## src/rtl/recip_pkg.sv

```systemverilog
// recip_pkg: shared types and constants for the reciprocal engine.
//   state_e        engine FSM states (3-bit encoding)
//   div_step_t     partial remainder / quotient pair for one divide step
//   div_step()     one restoring-division iteration
package recip_pkg;

  localparam int unsigned DATA_W           = 16;
  localparam int unsigned REM_W            = 17;
  localparam int unsigned CNT_W            = 5;
  localparam int unsigned DEF_AW           = 8;
  localparam int unsigned DEF_OPERAND_ADDR = 8;
  localparam int unsigned DEF_RESULT_ADDR  = 10;

  localparam logic [DATA_W-1:0] RECIP_DIVIDEND = 16'h8000;
  localparam logic [DATA_W-1:0] RECIP_SAT      = 16'hFFFF;

  typedef enum logic [2:0] {
    S_IDLE  = 3'd0,
    S_RD_HI = 3'd1,
    S_RD_LO = 3'd2,
    S_DIV   = 3'd3,
    S_WR_HI = 3'd4,
    S_WR_LO = 3'd5,
    S_DONE  = 3'd6
  } state_e;

  typedef struct packed {
    logic [REM_W-1:0]  rem;
    logic [DATA_W-1:0] quo;
  } div_step_t;

  // Shift the next dividend bit into the remainder, subtract if it fits.
  // The remainder stays below the divisor, so dropping its MSB on the shift loses nothing.
  function automatic div_step_t div_step(input logic [REM_W-1:0]  rem,
                                         input logic [DATA_W-1:0] quo,
                                         input logic [DATA_W-1:0] divisor);
    div_step_t   w_res;
    logic [REM_W-1:0] w_shift;
    logic [REM_W-1:0] w_dvs;
    w_shift = REM_W'({rem, quo[DATA_W-1]});
    w_dvs   = {1'b0, divisor};
    if (w_shift >= w_dvs) begin
      w_res.rem = w_shift - w_dvs;
      w_res.quo = {quo[DATA_W-2:0], 1'b1};
    end else begin
      w_res.rem = w_shift;
      w_res.quo = {quo[DATA_W-2:0], 1'b0};
    end
    return w_res;
  endfunction

endpackage

```

## src/rtl/recip_divider.sv

```systemverilog
// recip_divider: sequential 16-bit restoring divider, one quotient bit per cycle.
//   i_clk, i_rst    clock, synchronous active-high reset
//   i_load          start a division; the first bit is resolved on the load edge
//   i_dividend      dividend, sampled on load
//   i_divisor       divisor, sampled on load (must be nonzero)
//   o_quotient      quotient, final while o_done is high
//   o_done          one-cycle pulse once all 16 bits are resolved
module recip_divider
  import recip_pkg::*;
(
  input  logic              i_clk,
  input  logic              i_rst,
  input  logic              i_load,
  input  logic [DATA_W-1:0] i_dividend,
  input  logic [DATA_W-1:0] i_divisor,
  output logic [DATA_W-1:0] o_quotient,
  output logic              o_done
);

  logic [REM_W-1:0]  r_rem;
  logic [DATA_W-1:0] r_quo;
  logic [DATA_W-1:0] r_div;
  logic [CNT_W-1:0]  r_cnt;
  logic              r_done;

  div_step_t w_first;
  div_step_t w_step;

  // The load edge performs iteration 1 from the live divisor so the engine
  // sees done after the 15 remaining iterations.
  assign w_first = div_step('0, i_dividend, i_divisor);
  assign w_step  = div_step(r_rem, r_quo, r_div);

  always_ff @(posedge i_clk) begin
    if (i_rst) begin
      r_rem  <= '0;
      r_quo  <= '0;
      r_div  <= '0;
      r_cnt  <= '0;
      r_done <= 1'b0;
    end else if (i_load) begin
      r_rem  <= w_first.rem;
      r_quo  <= w_first.quo;
      r_div  <= i_divisor;
      r_cnt  <= CNT_W'(DATA_W - 1);
      r_done <= 1'b0;
    end else if (r_cnt != '0) begin
      r_rem  <= w_step.rem;
      r_quo  <= w_step.quo;
      r_cnt  <= r_cnt - CNT_W'(1);
      r_done <= (r_cnt == CNT_W'(1));
    end else begin
      r_done <= 1'b0;
    end
  end

  assign o_quotient = r_quo;
  assign o_done     = r_done;

endmodule

```

## src/rtl/recip_engine.sv

```systemverilog
// recip_engine: Start/Ack launched engine that reads a 16-bit divisor from
// memory, computes floor(32768/d) (0xFFFF for d=0) and writes it back.
//   Clk, Reset   clock, synchronous active-high reset
//   Start        launch level; a 1->0 transition seen in IDLE starts a run
//   Ack          run complete, held until Start is seen high in DONE
//   MemAddr      data-memory byte address
//   MemRdData    asynchronous read data for MemAddr
//   MemWrData    write data
//   MemWrEn      write strobe, memory writes on the rising edge
module recip_engine
  import recip_pkg::*;
#(
  parameter int unsigned    AW           = DEF_AW,
  parameter logic [AW-1:0]  OPERAND_ADDR = AW'(DEF_OPERAND_ADDR),
  parameter logic [AW-1:0]  RESULT_ADDR  = AW'(DEF_RESULT_ADDR)
) (
  input  logic          Clk,
  input  logic          Reset,
  input  logic          Start,
  output logic          Ack,
  output logic [AW-1:0] MemAddr,
  input  logic [7:0]    MemRdData,
  output logic [7:0]    MemWrData,
  output logic          MemWrEn
);

  state_e        r_state;
  logic          r_start_q;
  logic [7:0]    r_div_hi;
  logic [7:0]    r_res_lo;
  logic          r_ack;
  logic [AW-1:0] r_addr;
  logic [7:0]    r_wr_data;
  logic          r_wr_en;

  logic [DATA_W-1:0] w_divisor;
  logic              w_load;
  logic [DATA_W-1:0] w_quotient;
  logic              w_div_done;

  // Low byte is taken straight from the read port in RD_LO; the divider
  // latches the full divisor on its load edge.
  assign w_divisor = {r_div_hi, MemRdData};
  assign w_load    = (r_state == S_RD_LO) && (w_divisor != '0);

  recip_divider u_divider (
    .i_clk      (Clk),
    .i_rst      (Reset),
    .i_load     (w_load),
    .i_dividend (RECIP_DIVIDEND),
    .i_divisor  (w_divisor),
    .o_quotient (w_quotient),
    .o_done     (w_div_done)
  );

  // Control FSM; memory port and Ack are registered alongside the state.
  always_ff @(posedge Clk) begin
    if (Reset) begin
      r_state   <= S_IDLE;
      r_start_q <= 1'b0;
      r_div_hi  <= '0;
      r_res_lo  <= '0;
      r_ack     <= 1'b0;
      r_addr    <= '0;
      r_wr_data <= '0;
      r_wr_en   <= 1'b0;
    end else begin
      r_start_q <= Start;
      case (r_state)
        S_IDLE: begin
          if (r_start_q && !Start) begin
            r_addr  <= OPERAND_ADDR;
            r_state <= S_RD_HI;
          end
        end
        S_RD_HI: begin
          r_div_hi <= MemRdData;
          r_addr   <= OPERAND_ADDR + AW'(1);
          r_state  <= S_RD_LO;
        end
        S_RD_LO: begin
          if (w_divisor == '0) begin
            r_res_lo  <= RECIP_SAT[7:0];
            r_addr    <= RESULT_ADDR;
            r_wr_data <= RECIP_SAT[15:8];
            r_wr_en   <= 1'b1;
            r_state   <= S_WR_HI;
          end else begin
            r_state <= S_DIV;
          end
        end
        S_DIV: begin
          if (w_div_done) begin
            r_res_lo  <= w_quotient[7:0];
            r_addr    <= RESULT_ADDR;
            r_wr_data <= w_quotient[15:8];
            r_wr_en   <= 1'b1;
            r_state   <= S_WR_HI;
          end
        end
        S_WR_HI: begin
          r_addr    <= RESULT_ADDR + AW'(1);
          r_wr_data <= r_res_lo;
          r_wr_en   <= 1'b1;
          r_state   <= S_WR_LO;
        end
        S_WR_LO: begin
          r_wr_en <= 1'b0;
          r_ack   <= 1'b1;
          r_state <= S_DONE;
        end
        S_DONE: begin
          if (Start) begin
            r_ack   <= 1'b0;
            r_state <= S_IDLE;
          end
        end
        default: begin
          r_wr_en <= 1'b0;
          r_ack   <= 1'b0;
          r_state <= S_IDLE;
        end
      endcase
    end
  end

  assign Ack       = r_ack;
  assign MemAddr   = r_addr;
  assign MemWrData = r_wr_data;
  assign MemWrEn   = r_wr_en;

endmodule

```

## config.mk

```make
export PLATFORM = sky130hd
export DESIGN_NAME = recip_engine
export DESIGN_NICKNAME = d
export VERILOG_FILES = /design/src/rtl/recip_pkg.sv /design/src/rtl/recip_divider.sv /design/src/rtl/recip_engine.sv
export SDC_FILE = /design/constraint.sdc
export NUM_CORES = 1
export LEC_CHECK = 0
export CAP_MARGIN = 15
export CORE_ASPECT_RATIO = 1.2
export CORE_UTILIZATION = 50
export DETAILED_ROUTE_END_ITERATION = 6
export GPL_TIMING_DRIVEN = 1
export PLACE_DENSITY = 0.73
export SYNTH_ARGS = -nofsm -noshare
export SYNTH_HDL_FRONTEND = slang
export SYNTH_HIERARCHICAL = 1
export SYNTH_SLANG_ARGS = --single-unit
```

## constraint.sdc

```tcl
create_clock -name Clk -period 6.5 [get_ports Clk]
set_input_delay 1.3 -clock Clk [delete_from_list [all_inputs] [get_ports Clk]]
set_output_delay 1.3 -clock Clk [all_outputs]
set_load 0.01 [all_outputs]
```

# After elaboration in Yosys (flattened, before gate mapping)
# Cells that the tools add are included.
# Widths: inputs -> output; s select.
dict set report word_totals {
  elab_cells 81
  out_inout_bits 18
  input_bits 11
  ff_bits 92
}
dict set report classes {
  n_reduce_logical 21
  add_sub_neg 3
  muxes 27
  bitwise_logic 3
  order_cmp 2
  n_eq_ne 11
}
# op n
set ops {}
lappend ops {{$mux 16} 4}
lappend ops {{$mux 32} 2}
lappend ops {{$mux 8} 6}
lappend ops {{$pmux 8 s5} 1}
lappend ops {{$pmux 8 s3} 1}
lappend ops {{$pmux 3 s7} 1}
lappend ops {{$ge 17x16->1} 1}
lappend ops {{$ge 1x16->1 const A} 1}
lappend ops {{$logic_not 16->1} 1}
lappend ops {{$pmux 8 s2} 1}
lappend ops {{$reduce_bool 16->1} 1}
lappend ops {{$sub 1x16->16 const A} 1}
lappend ops {{$sub 16x16->16} 1}
lappend ops {{$mux 3} 4}
lappend ops {{$reduce_and 3->1} 4}
lappend ops {{$reduce_bool 5->1} 2}
lappend ops {{$eq 3x3->1 const B} 3}
lappend ops {{$mux 4} 2}
lappend ops {{$eq 3x2->1 const B} 2}
lappend ops {{$reduce_or 3->1} 2}
lappend ops {{$eq 5x1->1 const B} 1}
lappend ops {{$reduce_or 5->1} 1}
lappend ops {{$sub 5x1->5 const B} 1}
lappend ops {{$ne 2x1->1 const B} 2}
lappend ops {{14 further kinds} 21}

# Logic depth before layout (Yosys ltp)
dict set report depth {
  depth_word 4
  mapped_depth 11
  depth_no_buf 11
}

# By module
# Netlist, hierarchy kept.
# mod cells_per_inst instances seq_area_each_um2 area_each_um2
set by_module_without_submodules {}
lappend by_module_without_submodules {recip_divider 407 1 1081.0 3281.9}
lappend by_module_without_submodules {recip_engine 153 1 660.6 1510.2}

# Least setup slack after synthesis
# OpenSTA, ideal clock, no wires.
dict set report synth_path {
  path_type {input to register}
  startpoint {input port MemRdData[4]}
  endpoint {register u_divider.r_rem[13]}
  cell_stages 7
  arrival_ps 2786
  setup_time_ps 153
  required_time_ps 6347
  slack_ps 3560
  n_path_buf 2
  path_cell_list {nor4_1 -> a41oi_1 -> buf_2 -> buf_6 -> a31oi_1 -> a21o_1 -> a311oi_1}
}
dict set report synth_between {
  elab_chain_cells 3
  word_cells_on_any_way 7
  cone_classes {1 x add/sub; 1 x order compare; 2 x mux; 3 x reduce/logical}
}
# element line_no
set synth_rtl {}
lappend synth_rtl {{from (decl)} recip_engine.sv:22} ;# input logic [7:0] MemRdData,
lappend synth_rtl {{$reduce_bool 16->1 (*)} recip_engine.sv:44} ;# assign w_load = (r_state == S_RD_LO) && (w_divisor != '0);
lappend synth_rtl {{$logic_and 1x1->1 (*)} recip_engine.sv:44}
lappend synth_rtl {{net w_load} recip_engine.sv:37} ;# logic w_load;
lappend synth_rtl {{$mux 16 / $reduce_bool 2->1 (equally long branches)} -}
lappend synth_rtl {{to (signal assigned)} recip_divider.sv:42} ;# r_rem <= w_first.rem;
lappend synth_rtl {{to (signal assigned)} recip_divider.sv:48} ;# r_rem <= w_step.rem;
lappend synth_rtl {{to (decl)} recip_divider.sv:20} ;# logic [REM_W-1:0] r_rem;
# The timed path passes the listed nets; every way through them passes the cells marked *.
# A chain may end at the register's enable or synchronous reset.

# Worst setup path after layout
dict set report layout_path {
  startpoint {input port MemRdData[6]}
  endpoint {register r_wr_data[2], in the netlist MemWrData[2]}
}
dict set report layout_between {
  elab_chain_cells 3
}
# element line_no
set layout_rtl {}
lappend layout_rtl {{$logic_not 16->1} recip_engine.sv:82} ;# if (w_divisor == '0) begin
lappend layout_rtl {{$ne 2x1->1 (no line)} -}
lappend layout_rtl {{$reduce_and 3->1 (no line)} -}
lappend layout_rtl {{to (signal assigned)} recip_engine.sv:85} ;# r_wr_data <= RECIP_SAT[15:8];
lappend layout_rtl {{to (signal assigned)} recip_engine.sv:96} ;# r_wr_data <= w_quotient[15:8];
lappend layout_rtl {{to (signal assigned)} recip_engine.sv:103} ;# r_wr_data <= r_res_lo;
lappend layout_rtl {{to (decl)} recip_engine.sv:33} ;# logic [7:0] r_wr_data;
# Every way passes these cells.

==> metrics.md <==
| Metric | Value |
|---|---|
| Setup violators final | `0` |
| Slew @ Worst Pin | `836 ps` |
| Worst setup EP type | `flop` |
| IO Pins | `29` |
| Via count of the first global-routing pass | `3838` |
| First-pass GRT wire length | `18.2 mm` |
| Total track usage | `0.231` |
| Number of max-cap violations | `0` |
| Final min period | `3790 ps` |
| Delay-heaviest family, CP | `simple AND/OR/NAND/NOR gates` |
| Worst Hold Class | `reg2reg` |
| Period Utilization, post-route | `0.583` |
| Async set-reset flop share out of synthesis | `0` |
| Final hold viol count | `0` |
| Most used DFF post-synth | `dfxtp_1` |
| Commonest non-fill, non-tap cells in the layout | `dfxtp_1 (87), nor2_1 (73), a21oi_1 (55)` |
| Syn Area/Cell | `8.56 µm²` |
| CTS clk-pin slew, worst paths | `80 ps` |
| Initial Utilization | `0.522` |
| Hold_ws | `454 ps` |
| RSZ-0062 raised after global routing | `false` |
| H-tree levels | `3` |
| CP Cell Sequence | `clkdlybuf4s50_1, nor4_1, a41oi_4, buf_4, or2_1, o31ai_2` |
| CTS sink cnt | `87` |
| Max VDD drop | `0.186 mV` |
| Cell variety after synth | `70` |
| Final ANT Viol Nets | `0` |
| Die Area | `9980 µm²` |
| Number of buffers and inverters on the critical path | `2` |
| Setup_tns | `0 ps` |
| Area grow syn2layout | `10.0%` |
| Total setup buffers inserted after CTS | `0` |
| Most common cell after layout, fill and taps aside | `dfxtp_1` |
| Post-synthesis cell count | `560` |
| DIE WIDTH | `91.4 µm` |
| Maximum fanout along the worst path | `58` |
| GPL Wtd Cong | `0.881` |
| Achievable Freq | `264 MHz` |
| Worst EP required | `6790 ps` |
| I/O Buffers | `23` |
| Row count | `38` |
| TritonRoute pass-1 iters | `5` |
| Maximum root-to-sink buffer count | `2` |
| Slowest stage delay, CP | `620 ps` |
| Syn. warnings | `6` |
| Synth Register Bits | `87` |
| # nets final | `612` |
| Leak | `2.02 nW` |
| DRC errors left | `0` |
| CORE AREA | `9180 µm²` |
| HPWL after DPL | `7.78 mm` |
| Worst-Skew Late Latency | `370 ps` |
| Slack of the worst reg-to-reg path | `3550 ps` |
| TritonCTS clock tree | `yes` |
| CP max-delay cell | `nor4_1` |
| Post-synth EDFFs | `0` |
| Setup CP Type | `in2reg` |
| Clk_skew | `11.6 ps` |
| Fill cells | `828` |
| Layout cells sized above 1 | `0.0718` |
| Register area share after synthesis | `0.363` |
| Post-CTS Hold Buffers | `0` |
| Routed vias/inst | `5.76` |
| CP Data Arrival Time | `4070 ps` |
| Startpoint types | `input pin` |
| Antenna violations before repair | `0` |
| Total CTS buffers | `9` |
| Largest net degree at the start of global routing | `72` |
| Grt total ovfl | `0` |
| Via count | `4059` |
| Slew Viols, Final | `0` |
| Status | `complete, no violations` |
| PD cells | `511 nW/µm²` |
| Die Ht | `109 µm` |
| Avg WL per Cell | `15.7 µm` |
| Routed wire length | `11.0 mm` |
| Rel. slew slack | `0.440` |
| DRT iter0 DRCs | `277` |
| Post-Synthesis Cell Area | `4790 µm²` |
| Resize count post-CTS | `0` |
| ANT cells | `0` |
| Root buf cell | `clkbuf_8` |
[Yosys cell counts (3+ instances only)]
cell	instances	area, µm²
o31ai_2	8	100
o22ai_1	8	50.1
nand2_1	50	188
o21ai_0	10	50.1
a31oi_1	7	43.8
a21oi_1	55	275
a311oi_1	3	26.3
xnor2_1	10	87.6
a211o_1	3	26.3
ha_1	20	250
a211oi_1	8	60.1
nor4_1	7	43.8
o21a_1	5	37.5
o211ai_1	9	67.6
dfxtp_1	87	1740
nand2b_1	3	18.8
mux2i_1	34	340
a21o_1	9	67.6
o221a_1	8	90.1
clkbuf_1	20	75.1
buf_2	3	15.0
o21bai_1	4	30.0
nor2_1	73	274
buf_4	5	37.5
or3b_1	3	26.3
or3_1	5	31.3
nand3_1	6	30.0
nor3_1	8	40.0
buf_6	8	90.1
inv_1	31	116
[worst min-delay path: stages, from the launching register on]
cell	delay [ps]
dfxtp_1	320
inv_1	50
a21oi_1	50
[power breakdown]
part           switching, mW  leakage (nW)  total, mW  internal [mW]
logic                  0.865          1.21       1.50          0.631
registers              0.127         0.710      0.804          0.676
clock network          0.196         0.103      0.395          0.200
[kinds of logic after synthesis]
| family | count (synthesis) | synth area share |
|---|---|---|
| other cells | 2 | 0.00157 |
| buf+inv | 69 | 0.0723 |
| fa+ha+maj | 21 | 0.0564 |
| xor+xnor | 12 | 0.0219 |
| simple gates | 171 | 0.162 |
| compound gates | 164 | 0.251 |
| mux | 34 | 0.0710 |
| flops | 87 | 0.363 |
[state kept, by name, indices dropped and copies added, names as in the netlist]
| name | cells |
|---|---|
| Ack | 1 |
| MemWrData | 8 |
| u_divider/r_cnt | 5 |
| MemAddr | 3 |
| u_divider/o_quotient | 16 |
| r_res_lo | 8 |
| MemWrEn | 1 |
| u_divider/r_div | 16 |
| r_start_q | 1 |
| u_divider/r_rem | 16 |
| u_divider/o_done | 1 |
| r_state | 3 |
| r_div_hi | 8 |
[area by class of cell]
class | instances | area (µm²) | area share
well taps | 120 | 150 | 0.0285
clock inverters | 4 | 51.3 | 0.00973
flip-flops and latches | 87 | 1740 | 0.330
repair buffers | 27 | 255 | 0.0484
multi-input cells | 423 | 2800 | 0.531
clock buffers | 12 | 155 | 0.0294
inverters | 32 | 120 | 0.0228
[final timing paths]
path / to / start / depth (start not counted)
worst max register to register: MemWrEn / r_state[1] / 5
worst max-delay path: MemWrData[2] / MemRdData[6] / 6
worst min-delay path: MemAddr[3] / MemAddr[3] / 2
worst min register to register: MemAddr[3] / MemAddr[3] / 2
[stage by stage]
step / setup WS, ps / utilization / instances / area [µm²] / power [mW]
6_report: 2710 / 0.575 / 705 / 5270 / 2.70
5_1_grt: 2470 / 0.575 / 705 / 5270 / 2.90
4_1_cts: 2700 / 0.575 / 705 / 5270 / 2.69
3_5_place_dp: 2300 / 0.552 / 689 / 5070 / 2.29
3_3_place_gp: 2410 / 0.552 / 689 / 5070 / 2.24
2_1_floorplan: 3560 / - / 579 / 4860 / 1.99
[routing by layer]
metal	global-route usage	vias up	share of wire
li1	-	2024	-
met1	0.297	1941	0.47
met2	0.379	75	0.48
met3	0.0328	19	0.032
met4	0.120	0	0.023
met5	0	-	0
No activity file was read; power rests on OpenSTA's default activity.
